--- config.mk ---
export PLATFORM = sky130hd
export DESIGN_NAME = mcntrl_seq_arbiter_flat
export DESIGN_NICKNAME = d
export VERILOG_FILES = /design/src/rtl/mcntrl_arb_pkg.sv /design/src/rtl/mcntrl_seq_arbiter_if.sv /design/src/rtl/mcntrl_rr_pick.sv /design/src/rtl/mcntrl_seq_arbiter.sv /design/src/flat_wrapper.sv
export SDC_FILE = /design/constraint.sdc
export NUM_CORES = 1
export LEC_CHECK = 0
export CORE_MARGIN = 2
export CORE_UTILIZATION = 40
export DETAILED_ROUTE_END_ITERATION = 10
export HOLD_SLACK_MARGIN = 0.15
export MAX_ROUTING_LAYER = met4
export PLACE_DENSITY = 0.67
export REMOVE_ABC_BUFFERS = 1
export SYNTH_ARGS = -nofsm -noshare
export SYNTH_HDL_FRONTEND = slang
export SYNTH_HIERARCHICAL = 1
export SYNTH_SLANG_ARGS = --single-unit
--- constraint.sdc ---
create_clock -name mclk -period 2.5 [get_ports mclk]
set_clock_uncertainty 0.1 [all_clocks]
set_input_delay 0.25 -clock mclk [delete_from_list [all_inputs] [get_ports mclk]]
set_output_delay 0.25 -clock mclk [all_outputs]
set_load 0.005 [all_outputs]
--- src/rtl/mcntrl_arb_pkg.sv ---
// Shared definitions for the memory-controller sequencer arbiter.
package mcntrl_arb_pkg;

   typedef enum logic [1:0] {
      ARB_IDLE     = 2'd0,
      ARB_GRANT    = 2'd1,
      ARB_WAIT_SET = 2'd2
   } arb_state_e;

   localparam int ARB_SET_TIMEOUT_DFLT = 15;

endpackage

--- src/rtl/mcntrl_seq_arbiter_if.sv ---
// Channel/sequencer-side bus of the sequencer arbiter.
interface mcntrl_seq_arbiter_if #(
   parameter int NUM_CHN   = 4,
   parameter int CHN_BITS  = 2,
   parameter int PEND_BITS = 4
);
   logic [NUM_CHN-1:0]   chn_en;
   logic [NUM_CHN-1:0]   want_rq;
   logic [NUM_CHN-1:0]   need_rq;
   logic [NUM_CHN-1:0]   channel_pgm_en;
   logic                 seq_set;
   logic                 seq_done;
   logic [CHN_BITS-1:0]  grant_chn;
   logic [PEND_BITS-1:0] pending;
   logic                 busy;
   logic                 err;
   logic                 clear_err;

   // Arbiter side
   modport slave (
      input  chn_en, want_rq, need_rq, seq_set, seq_done, clear_err,
      output channel_pgm_en, grant_chn, pending, busy, err
   );

   // Channels, sequencer and control side
   modport master (
      output chn_en, want_rq, need_rq, seq_set, seq_done, clear_err,
      input  channel_pgm_en, grant_chn, pending, busy, err
   );
endinterface

--- src/rtl/mcntrl_rr_pick.sv ---
// Rotating priority encoder: first set bit of req above ptr, wrapping.
module mcntrl_rr_pick #(
   parameter int NUM_CHN  = 4,
   parameter int CHN_BITS = 2
) (
   input  logic [NUM_CHN-1:0]  req,
   input  logic [CHN_BITS-1:0] ptr,
   output logic                any,
   output logic [CHN_BITS-1:0] idx
);
   logic [CHN_BITS-1:0] c;

   // Walk from farthest to nearest so the nearest hit is written last.
   always_comb begin
      any = 1'b0;
      idx = '0;
      c   = '0;
      for (int k = NUM_CHN; k >= 1; k--) begin
         c = CHN_BITS'((int'(ptr) + k) % NUM_CHN);
         if (req[c]) begin
            any = 1'b1;
            idx = c;
         end
      end
   end
endmodule

--- src/rtl/mcntrl_seq_arbiter.sv ---
// Grants the shared DDR3 sequencer to one channel at a time and tracks
// sequences programmed but not yet completed.
module mcntrl_seq_arbiter
   import mcntrl_arb_pkg::*;
#(
   parameter int NUM_CHN     = 4,
   parameter int CHN_BITS    = 2,
   parameter int MAX_PENDING = 2,
   parameter int PEND_BITS   = 4,
   parameter int SET_TIMEOUT = ARB_SET_TIMEOUT_DFLT
) (
   input  logic mclk,
   input  logic rst_n,
   mcntrl_seq_arbiter_if.slave arb
);
   arb_state_e           state_q;
   logic [NUM_CHN-1:0]   pgm_en_q;
   logic [CHN_BITS-1:0]  grant_q, rr_q;
   logic [PEND_BITS-1:0] pend_q, pend_d;
   logic [7:0]           tmo_q;
   logic                 err_q, err_d;

   logic [NUM_CHN-1:0]   urg, norm;
   logic                 u_any, n_any;
   logic [CHN_BITS-1:0]  u_idx, n_idx, win;
   logic                 cand_any, set_ok, set_bad, underflow, timeout;

   assign urg  = arb.want_rq & arb.need_rq & arb.chn_en;
   assign norm = arb.want_rq & arb.chn_en;

   mcntrl_rr_pick #(.NUM_CHN(NUM_CHN), .CHN_BITS(CHN_BITS)) u_pick_urg (
      .req(urg), .ptr(rr_q), .any(u_any), .idx(u_idx));
   mcntrl_rr_pick #(.NUM_CHN(NUM_CHN), .CHN_BITS(CHN_BITS)) u_pick_norm (
      .req(norm), .ptr(rr_q), .any(n_any), .idx(n_idx));

   // Urgent requests mask opportunistic ones entirely.
   assign cand_any = u_any | n_any;
   assign win      = u_any ? u_idx : n_idx;

   assign set_ok    = arb.seq_set && (state_q == ARB_WAIT_SET);
   assign set_bad   = arb.seq_set && (state_q != ARB_WAIT_SET);
   assign underflow = arb.seq_done && !set_ok && (pend_q == '0);
   assign timeout   = (state_q == ARB_WAIT_SET) && !arb.seq_set && (tmo_q == '0);

   always_comb begin
      pend_d = pend_q;
      if (set_ok && !arb.seq_done && (pend_q != '1))
         pend_d = pend_q + 1'b1;
      else if (arb.seq_done && !set_ok && (pend_q != '0))
         pend_d = pend_q - 1'b1;
      err_d = err_q;
      if (set_bad || underflow || timeout)
         err_d = 1'b1;
      else if (arb.clear_err)
         err_d = 1'b0;
   end

   always_ff @(posedge mclk or negedge rst_n) begin
      if (!rst_n) begin
         state_q  <= ARB_IDLE;
         pgm_en_q <= '0;
         grant_q  <= '0;
         rr_q     <= CHN_BITS'(NUM_CHN - 1);
         pend_q   <= '0;
         tmo_q    <= '0;
         err_q    <= 1'b0;
      end else begin
         pgm_en_q <= '0;
         pend_q   <= pend_d;
         err_q    <= err_d;
         case (state_q)
            ARB_IDLE:
               if (cand_any && (pend_q < PEND_BITS'(MAX_PENDING))) begin
                  state_q  <= ARB_GRANT;
                  pgm_en_q <= NUM_CHN'(1) << win;
                  grant_q  <= win;
                  rr_q     <= win;
               end
            ARB_GRANT: begin
               state_q <= ARB_WAIT_SET;
               tmo_q   <= 8'(SET_TIMEOUT);
            end
            ARB_WAIT_SET:
               if (arb.seq_set || (tmo_q == '0))
                  state_q <= ARB_IDLE;
               else
                  tmo_q <= tmo_q - 1'b1;
            default: state_q <= ARB_IDLE;
         endcase
      end
   end

   assign arb.channel_pgm_en = pgm_en_q;
   assign arb.grant_chn      = grant_q;
   assign arb.pending        = pend_q;
   assign arb.err            = err_q;
   assign arb.busy           = (state_q != ARB_IDLE) || (pend_q != '0);
endmodule

--- src/flat_wrapper.sv ---
// flat-port wrapper written by rule: the top's interface ports become plain ports
module mcntrl_seq_arbiter_flat import mcntrl_arb_pkg::*;
#(
   parameter int NUM_CHN     = 4,
   parameter int CHN_BITS    = 2,
   parameter int MAX_PENDING = 2,
   parameter int PEND_BITS   = 4,
   parameter int SET_TIMEOUT = ARB_SET_TIMEOUT_DFLT
)
  (mclk, rst_n, arb_chn_en, arb_want_rq, arb_need_rq, arb_seq_set, arb_seq_done, arb_clear_err, arb_channel_pgm_en, arb_grant_chn, arb_pending, arb_busy, arb_err);
  mcntrl_seq_arbiter_if #(.NUM_CHN(NUM_CHN), .CHN_BITS(CHN_BITS), .PEND_BITS(PEND_BITS)) arb_i ();
  input  logic mclk;
  input  logic rst_n;
  input wire logic [$bits(arb_i.chn_en)-1:0] arb_chn_en;
  input wire logic [$bits(arb_i.want_rq)-1:0] arb_want_rq;
  input wire logic [$bits(arb_i.need_rq)-1:0] arb_need_rq;
  input wire logic [$bits(arb_i.seq_set)-1:0] arb_seq_set;
  input wire logic [$bits(arb_i.seq_done)-1:0] arb_seq_done;
  input wire logic [$bits(arb_i.clear_err)-1:0] arb_clear_err;
  output wire logic [$bits(arb_i.channel_pgm_en)-1:0] arb_channel_pgm_en;
  output wire logic [$bits(arb_i.grant_chn)-1:0] arb_grant_chn;
  output wire logic [$bits(arb_i.pending)-1:0] arb_pending;
  output wire logic [$bits(arb_i.busy)-1:0] arb_busy;
  output wire logic [$bits(arb_i.err)-1:0] arb_err;
  assign arb_i.chn_en = arb_chn_en;
  assign arb_i.want_rq = arb_want_rq;
  assign arb_i.need_rq = arb_need_rq;
  assign arb_i.seq_set = arb_seq_set;
  assign arb_i.seq_done = arb_seq_done;
  assign arb_i.clear_err = arb_clear_err;
  assign arb_channel_pgm_en = arb_i.channel_pgm_en;
  assign arb_grant_chn = arb_i.grant_chn;
  assign arb_pending = arb_i.pending;
  assign arb_busy = arb_i.busy;
  assign arb_err = arb_i.err;
  mcntrl_seq_arbiter #(.NUM_CHN(NUM_CHN), .CHN_BITS(CHN_BITS), .MAX_PENDING(MAX_PENDING), .PEND_BITS(PEND_BITS), .SET_TIMEOUT(SET_TIMEOUT)) u_core (.mclk(mclk), .rst_n(rst_n), .arb(arb_i));
endmodule
==> run metrics, run 1 <==
row cnt=22; Critical Path RT=~2.5 ns; DR iter-0 viols=between 60 and 70; initial antenna violation count=0; DP Worst Slack=0.0835 ns; clock-pin slew on the worst setup and hold paths=0.09 ns; vias per cell=between 5 and 6; Die X=66.0 um; Post-Syn Area per Cell=9.33 um^2; register area=578 um^2; drt pass-1 iters=4; #FFs+latches synth=23; worst slew pin tran=roughly 0.68 ns; FILL cells=352; Post-synth EDFFs=0; Fin. Hold Viols=0; clk_lat worst skew=roughly 0.26 ns; vias in the first global route=1,270; Reg2Reg Setup Slack=roughly 0.30 ns; fraction of layout cells with a size suffix above 1=0.124; Total Power=1770 uW; status=finished, final reports clean; RSZ-0062 raised after global routing=false; clock period minus worst slack=2.20 ns; Data arrival, critical path=2.24 ns; Reg2Reg Depth=7; Die ar.=0.00436 mm^2; crit path capture type=register; Synth async-reset ratio=1.00; final net count=224; Synth Instances=165; non-filler cells, final=around 250; final setup fails=0; placed cells=245; Final Cycle Share=0.880; reg2reg start=u_core/state_q[0]; Layout area overhead=27.6%; Multi-input gate area=922 um^2; CTS sink cnt=23; Antenna diodes=0; startpoint types=register; CTS resizes=0; maximum VDD drop=372 uV; Netlist cell types=52; f_max=0.455 GHz; Routability Congestion=0.837; Max Cap Viol=0; Port Buf Inserts=28; commonest non-fill, non-tap cell in the layout=clkdlybuf4s50_1; PD cells=901 mW/mm^2; via count=1,354; CTS Buf Count=3; Clock Tree Buf Depth=2; CTS Hold Bufs=0; Routed Antenna Nets=0; Leak Pwr=0.000818 uW; setup bufs post-CTS=0; Detailed Place HPWL=between 2 and 3 mm; Synthesis Warnings=6; # H-tree levels=1; gr usage total=0.173; core box area=0.00369 mm^2; Starting Density=0.417; Root Driver=clkbuf_8; setup total negative slack=0 ns; DRC=0; total grt overflow=0; most frequent cells in the layout=clkdlybuf4s50_1, nor2_1, dfrtp_1, a21oi_1, nand2_1; Max transition margin=0.545; Die Y=~66 um; CP Max Fanout=7; first-pass GRT wire length=5.66 mm; Slew Limit Fails=0; hold crit path type=in -> async; Main synth FF type=dfrtp_1; mapped cell area=0.00154 mm^2; WL/cell=approximately 14 um; I/O pins=29; Routed WL=3.46 mm; final setup margin=0.301 ns; largest net degree at the start of global routing=17; CTS tree=built; Setup CP Type=reg -> reg; post-synthesis sequential area ratio=0.376; RR Endpoint=u_core/arb.pending[3]
-- metrics by stage --
| stage | hold WS, ns | util | cell area, um^2 |
|---|---|---|---|
| 6_report | 0.293 | 0.533 | 1960 |
| 3_5_place_dp | 0.382 | 0.519 | 1920 |
| 5_1_grt | 0.344 | 0.533 | 1960 |
| 4_1_cts | 0.317 | 0.533 | 1960 |
| 2_1_floorplan | -0.146 | - | 1530 |
| 3_3_place_gp | 0.389 | 0.519 | 1920 |
-- worst max-delay path by stage --
stage                                  from               endpoint  slack (ns)  cells past startpoint
after floorplan           u_core/state_q[0]  u_core/arb.pending[3]        0.41                      7
after global placement          arb_seq_set  u_core/arb.pending[3]        0.18                      8
after detailed placement       arb_seq_done  u_core/arb.pending[3]        0.08                      8
after CTS                 u_core/state_q[0]  u_core/arb.pending[3]        0.30                      7
after global routing      u_core/state_q[0]  u_core/arb.pending[3]        0.21                      7
final                     u_core/state_q[0]  u_core/arb.pending[3]        0.30                      7
-- state kept, by name (all words and copies together) (netlist names) --
| name | cells |
|---|---|
| u_core/arb.channel_pgm_en | 4 |
| u_core/arb.err | 1 |
| u_core/tmo_q | 8 |
| u_core/arb.grant_chn | 2 |
| u_core/rr_q | 2 |
| u_core/arb.pending | 4 |
| u_core/state_q | 2 |
-- worst max-delay path, stage by stage (launching register included) --
cell and delay (ns):
dfrtp_1 0.46, and4bb_2 0.34, nand2_1 0.08, buf_4 0.16
ha_1 0.31, a21oi_1 0.24, mux2i_1 0.28, mux2i_1 0.12
-- area by class of cell --
cell class / count / area share
Clock inverter: 1 / 0.00382
Multi-Input combinational cell: 132 / 0.469
Sequential cell: 23 / 0.294
Clock buffer: 3 / 0.0210
Timing Repair Buffer: 34 / 0.166
Inverter: 8 / 0.0153
Tap cell: 48 / 0.0306
-- report_power, final --
group / internal, uW / switching (uW) / total (uW)
clock: 113 / 124 / 237
combinational: 438 / 366 / 804
sequential: 510 / 219 / 730
-- synthesized netlist by cell type, types with 2 or more instances --
cell | count | area, um^2
and3_1 | 4 | 25.0
nand2b_1 | 9 | 56.3
nor3_2 | 2 | 20.0
nand3_1 | 4 | 20.0
mux2i_1 | 8 | 80.1
o21a_1 | 4 | 30.0
nand2_1 | 10 | 37.5
and4bb_1 | 2 | 25.0
dfrtp_1 | 21 | 526
o221ai_1 | 2 | 17.5
dfstp_2 | 2 | 52.6
inv_1 | 7 | 26.3
and2_1 | 4 | 25.0
ha_1 | 4 | 50.1
o221ai_2 | 2 | 30.0
xnor2_1 | 2 | 17.5
nor3_1 | 4 | 20.0
a31oi_1 | 3 | 18.8
nor2_1 | 21 | 78.8
a21oi_2 | 3 | 26.3
and2b_1 | 3 | 22.5
a21oi_1 | 14 | 70.1
-- cells by family (layout without fill, tap and decap cells) --
group | Yosys count | count (layout) | share of synthesized area
buffers and inverters | 10 | 46 | 0.0252
DFF | 23 | 23 | 0.376
muxes | 9 | 9 | 0.0594
and+or+nand+nor | 75 | 75 | 0.288
adders and majority gates | 5 | 5 | 0.0455
AOI/OAI and AO/OA | 40 | 40 | 0.189
xor gates and xnor gates | 3 | 3 | 0.0171
-- per-layer routing --
| layer | GRT usage | wire [um] | vias up |
|---|---|---|---|
| met1 | 0.208 | 1590 | 652 |
| met3 | 0.0204 | 84 | 0 |
| met2 | 0.299 | 1790 | 25 |
| li1 | - | - | 677 |
| met5 | - | 0 | - |
| met4 | 0.0663 | 0 | 0 |
Note: power is estimated with default switching activity, not from simulation.
==> run 2: changes to the inputs <==
Settings changed: PLACE_DENSITY 0.67 to unset.
==> run 2 against run 1 <==
Compared with the run above:
- sequential share of layout area increased by 0.15 points
- final area is 0.51% lower
- non-clock buffer count decreased by 1
- critical path depth increased by 1
- first-iteration DRC count is 3.1% higher
- clock power fell by 7%
- largest power group unchanged
==> run metrics, run 2 (same netlist as run 1, synthesis figures left out) <==
status=finished, final reports clean (unchanged); initial antenna violation count=0 (unchanged); CP Max Fanout=5 (was 7); CTS tree=built (unchanged); CTS Hold Bufs=0 (unchanged); DRC=0 (unchanged); clk_lat worst skew=0.26 ns (about the same); vias per cell=5.41 (was 5.44); Max transition margin=0.609 (was 0.545); met3 global-route usage=0.0375 (was 0.0204); final setup fails=0 (unchanged); Routed Antenna Nets=0 (unchanged); Clock Tree Buf Depth=2 (unchanged); via count=1,341 (was 1,354); setup total negative slack=0 ns (unchanged); startpoint types=input port (was register); max reg flops=8 (unchanged); crit path capture type=register (unchanged); DR iter-0 viols=67 (was 65); Die X=66.0 um (unchanged); Routability Congestion=0.787 (was 0.837); Final Cell Area=0.00195 mm^2 (was 0.00196 mm^2); Reg with most FFs=u_core/tmo_q (unchanged); I/O pins=29 (unchanged); most frequent cells in the layout=clkdlybuf4s50_1, nor2_1, dfrtp_1, a21oi_1, nand2_1 (unchanged); largest net degree at the start of global routing=24 (was 17); Slew Limit Fails=0 (unchanged); Reg2Reg Setup Slack=0.28 ns (was 0.30 ns); Critical Path RT=2.54 ns (about the same); clock period minus worst slack=2.23 ns (was 2.20 ns); reg2reg start=u_core/state_q[0] (unchanged); Antenna diodes=0 (unchanged); first-pass GRT wire length=6.00 mm (was 5.66 mm); fraction of layout cells with a size suffix above 1=0.120 (was 0.124); core box area=0.00369 mm^2 (unchanged); Fin. Hold Viols=0 (unchanged); Setup CP Type=in -> reg (was reg -> reg); met2 Track Usage GR=0.292 (was 0.299); Leak Pwr=0.000817 uW (was 0.000818 uW); drt pass-1 iters=4 (unchanged); CTS resizes=0 (unchanged); Routed WL=3.27 mm (was 3.46 mm); setup bufs post-CTS=0 (unchanged); RR Endpoint=u_core/arb.pending[3] (unchanged); f_max=0.449 GHz (was 0.455 GHz); Die Y=66.0 um (unchanged); row cnt=22 (unchanged); RSZ-0062 raised after global routing=false (unchanged); Starting Density=0.417 (unchanged); Root Driver=clkbuf_8 (unchanged); WL/cell=13.2 um (was 13.9 um); Data arrival, critical path=2.26 ns (was 2.24 ns); Die ar.=0.00436 mm^2 (unchanged); clock-pin slew on the worst setup and hold paths=0.08 ns (was 0.09 ns); hold crit path type=in -> async (unchanged); Final Cycle Share=0.891 (was 0.880); worst slew pin tran=0.581 ns (was 0.680 ns); vias in the first global route=1,356 (was 1,270); Detailed Place HPWL=2.60 mm (was 2.74 mm); # H-tree levels=1 (unchanged); Finished Core Util=0.530 (was 0.533); CTS sink cnt=23 (unchanged); PD cells=889 mW/mm^2 (was 901 mW/mm^2); final net count=223 (was 224); Port Buf Inserts=28 (unchanged); total grt overflow=0 (unchanged); Layout area overhead=27.0% (was 27.6%); met1 Use GR=0.226 (was 0.208); Max Cap Viol=0 (unchanged); Post-DP Area=0.00191 mm^2 (was 0.00192 mm^2); commonest non-fill, non-tap cell in the layout=clkdlybuf4s50_1 (unchanged); global route hottest layer=met2 (unchanged); maximum VDD drop=465 uV (was 372 uV); CTS Buf Count=3 (unchanged); Reg2Reg Depth=7 (unchanged); gr usage total=0.179 (was 0.173)
==> run 2: cell count changes in the layout (fill, tap and decap cells not counted), sizes merged <==
cell	before	now
buf	6	5
clkinv	0	1
clkinvlp	1	0
==> run 2: worst max-delay path: stages <==
cell and delay, ns:
clkdlybuf4s50_1 0.53, and4bb_2 0.26, nand2_1 0.08, ha_1 0.27, a21o_1 0.18, a2111oi_0 0.42, o21bai_1 0.18, mux2i_1 0.09
==> run 2: worst max path at each step <==
stage | from | endpoint | slack (ns) | cells past startpoint
after floorplan | u_core/state_q[0] | u_core/arb.pending[3] | 0.41 | 7
after global placement | arb_seq_set | u_core/arb.pending[3] | 0.15 | 8
after detailed placement | arb_seq_set | u_core/arb.pending[3] | 0.03 | 8
after CTS | u_core/state_q[0] | u_core/arb.pending[3] | 0.29 | 7
after global routing | u_core/arb.pending[0] | u_core/arb.pending[3] | 0.16 | 7
final | arb_seq_set | u_core/arb.pending[3] | 0.27 | 8
==> run 2: through the flow <==
step	total power [uW]	instances	hold slack, ns	setup slack (ns)
6_report	1740	248	0.240	0.273
5_1_grt	1920	248	0.265	0.158
4_1_cts	1760	248	0.247	0.294
3_5_place_dp	1530	244	0.384	0.0256
3_3_place_gp	1510	244	0.379	0.150
2_1_floorplan	1200	163	-0.146	0.409
==> run 2: area by class of cell <==
type	count	area, um^2
fillers	355	1730
multi-input cells	132	922
flip-flops and latches	23	578
repair buffers	33	318
well taps	48	60.1
clock buffers	3	41.3
inverters	8	30.0
clock inverters	1	5.00
==> run 2: power by group <==
group          internal, uW  switching (uW)  leakage [uW]
Combinational           438             361      0.000513
Sequential              511             208      0.000279
Clock                   111             110     0.0000255
Total                  1060             678      0.000817
==> run 2: per-layer routing <==
metal,routed length [um],part of all wire
met2,1590,0.49
met1,1530,0.47
met3,117,0.036
met4,27,0.0083
met5,0,0
==> run 3: changes to the inputs <==
Settings changed: CORE_UTILIZATION 40 to 52, PLACE_DENSITY set to 0.8.
==> run 3 against run 2 <==
Compared with the run above:
- sequential power is 1% higher
- die area down 22%
- maximum frequency is 0.56% lower
- total power is 2.6% lower
- largest cell class unchanged
==> run metrics, run 3 (same netlist as run 1, synthesis figures left out) <==
CTS Hold Bufs=0 (unchanged); most frequent cells in the layout=clkdlybuf4s50_1, nor2_1, dfrtp_1, a21oi_1, nand2_1 (unchanged); Max transition margin=0.628 (was 0.609); CTS resizes=0 (unchanged); Layout area overhead=24.3% (was 27.0%); Starting Density=0.553 (was 0.417); Reg2Reg Setup Slack=0.26 ns (was 0.28 ns); Port Buf Inserts=28 (unchanged); maximum VDD drop=796 uV (was 465 uV); Finished Core Util=0.688 (was 0.530); Root Driver=clkbuf_4 (was clkbuf_8); crit-path max cell delay=0.56 ns (was 0.53 ns); CP max-delay cell=dfrtp_1 (was clkdlybuf4s50_1); final net count=223 (unchanged); Critical path buffers and inverters=0 (was 1); max reg flops=8 (unchanged); clock period minus worst slack=2.24 ns (was 2.23 ns); worst path cell trace=nand4_1 -> nand2_1 -> ha_1 -> a21o_1 -> a2111oi_0 -> o21bai_1 -> mux2i_1 (was clkdlybuf4s50_1 -> and4bb_2 -> nand2_1 -> ha_1 -> a21o_1 -> a2111oi_0 -> o21bai_1 -> mux2i_1); I/O pins=29 (unchanged); DR iter-0 viols=56 (was 67); WHS=0.186 ns (was 0.240 ns); # H-tree levels=1 (unchanged); f_max=0.447 GHz (was 0.449 GHz); hold crit path type=in -> async (unchanged); Detailed Place HPWL=2.67 mm (was 2.60 mm); Data arrival, critical path=2.32 ns (was 2.26 ns); Max Cap Viol=0 (unchanged); first-pass GRT wire length=5.59 mm (was 6.00 mm); Crit path max-delay family=compound AO/OA/AOI/OAI gates (unchanged); core box area=0.00278 mm^2 (was 0.00369 mm^2); initial antenna violation count=0 (unchanged); WL/cell=14.7 um (was 13.2 um); final setup margin=0.261 ns (was 0.273 ns); fraction of layout cells with a size suffix above 1=0.115 (was 0.120); Die ar.=0.00341 mm^2 (was 0.00436 mm^2); setup bufs post-CTS=0 (unchanged); clk_lat worst skew=0.30 ns (was 0.26 ns); Antenna diodes=0 (unchanged); row cnt=19 (was 22); PD cells=885 mW/mm^2 (was 889 mW/mm^2); status=finished, final reports clean (unchanged); Clock Tree Buf Depth=2 (unchanged); Final Cell Area=0.00191 mm^2 (was 0.00195 mm^2); via count=1,371 (was 1,341); Fin. Hold Viols=0 (unchanged); Die X=58.4 um (was 66.0 um); Reg with most FFs=u_core/tmo_q (unchanged); total grt overflow=0 (unchanged); RSZ-0062 raised after global routing=false (unchanged); Critical Path RT=2.59 ns (was 2.54 ns); commonest non-fill, non-tap cell in the layout=clkdlybuf4s50_1 (unchanged); Die Y=58.4 um (was 66.0 um); Post-DP Area=0.00189 mm^2 (was 0.00191 mm^2); worst slew pin tran=0.554 ns (was 0.581 ns); Slew Limit Fails=0 (unchanged); Routability Congestion=0.880 (was 0.787); setup total negative slack=0 ns (unchanged); Final Cycle Share=0.896 (was 0.891); startpoint types=register (was input port); final setup fails=0 (unchanged); vias per cell=5.94 (was 5.41); drt pass-1 iters=4 (unchanged); vias in the first global route=1,342 (was 1,356); Routed WL=3.39 mm (was 3.27 mm); gr usage total=0.215 (was 0.179); Routed Antenna Nets=0 (unchanged); Leak Pwr=0.000807 uW (was 0.000817 uW); CTS tree=built (unchanged); clock-pin slew on the worst setup and hold paths=0.12 ns (was 0.08 ns); Setup CP Type=reg -> reg (was in -> reg); CTS Buf Count=3 (unchanged); DP Worst Slack=0.0844 ns (was 0.0256 ns); CP Max Fanout=9 (was 5); crit path capture type=register (unchanged); largest net degree at the start of global routing=24 (unchanged); DRC=0 (unchanged); CTS sink cnt=23 (unchanged)
run 3: layout make-up:
| type | instances | area [um^2] |
|---|---|---|
| well taps | 31 | 38.8 |
| flip-flops and latches | 23 | 578 |
| repair buffers | 33 | 318 |
| fillers | 217 | 868 |
| clock buffers | 4 | 26.3 |
| multi-input cells | 132 | 922 |
| inverters | 8 | 30.0 |
run 3: metrics by stage:
step,power (uW),std cells
floorplan,1200,163
finish,1690,231
detailed placement,1540,227
global route,1830,231
CTS,1700,231
global placement,1480,227
run 3: worst reg2reg max path: stages, from the launching register on:
cell and delay, ns:
dfrtp_1 0.56, nand4_1 0.22, nand2_1 0.13, ha_1 0.23
a21o_1 0.18, a2111oi_0 0.45, o21bai_1 0.17, mux2i_1 0.09
run 3: routing by layer:
metal  up-vias  wire (um)  part of all wire  global-route usage
li1        678          -                 -                   -
met3         4        112             0.033              0.0132
met1       655       1460              0.43               0.242
met5         -          0                 0                   -
met2        34       1770              0.52               0.393
met4         0         55             0.016              0.0897
run 3: worst paths after layout:
kind                                               from                      end  depth (start not counted)
worst min register to register  u_core/arb.grant_chn[1]  u_core/arb.grant_chn[1]                          1
worst max-delay path              u_core/arb.pending[1]    u_core/arb.pending[3]                          7
max in group asynchronous                         rst_n           u_core/rr_q[1]                          2
worst max register to register    u_core/arb.pending[1]    u_core/arb.pending[3]                          7
min in group mclk               u_core/arb.grant_chn[1]  u_core/arb.grant_chn[1]                          1
worst min-delay path                              rst_n          u_core/tmo_q[7]                          2
run 3: where the power goes:
part / leakage [uW] / internal, uW / switching, uW
Sequential: 0.000279 / 510 / 218
Combinational: 0.000513 / 434 / 365
Clock: 0.0000150 / 62.0 / 104
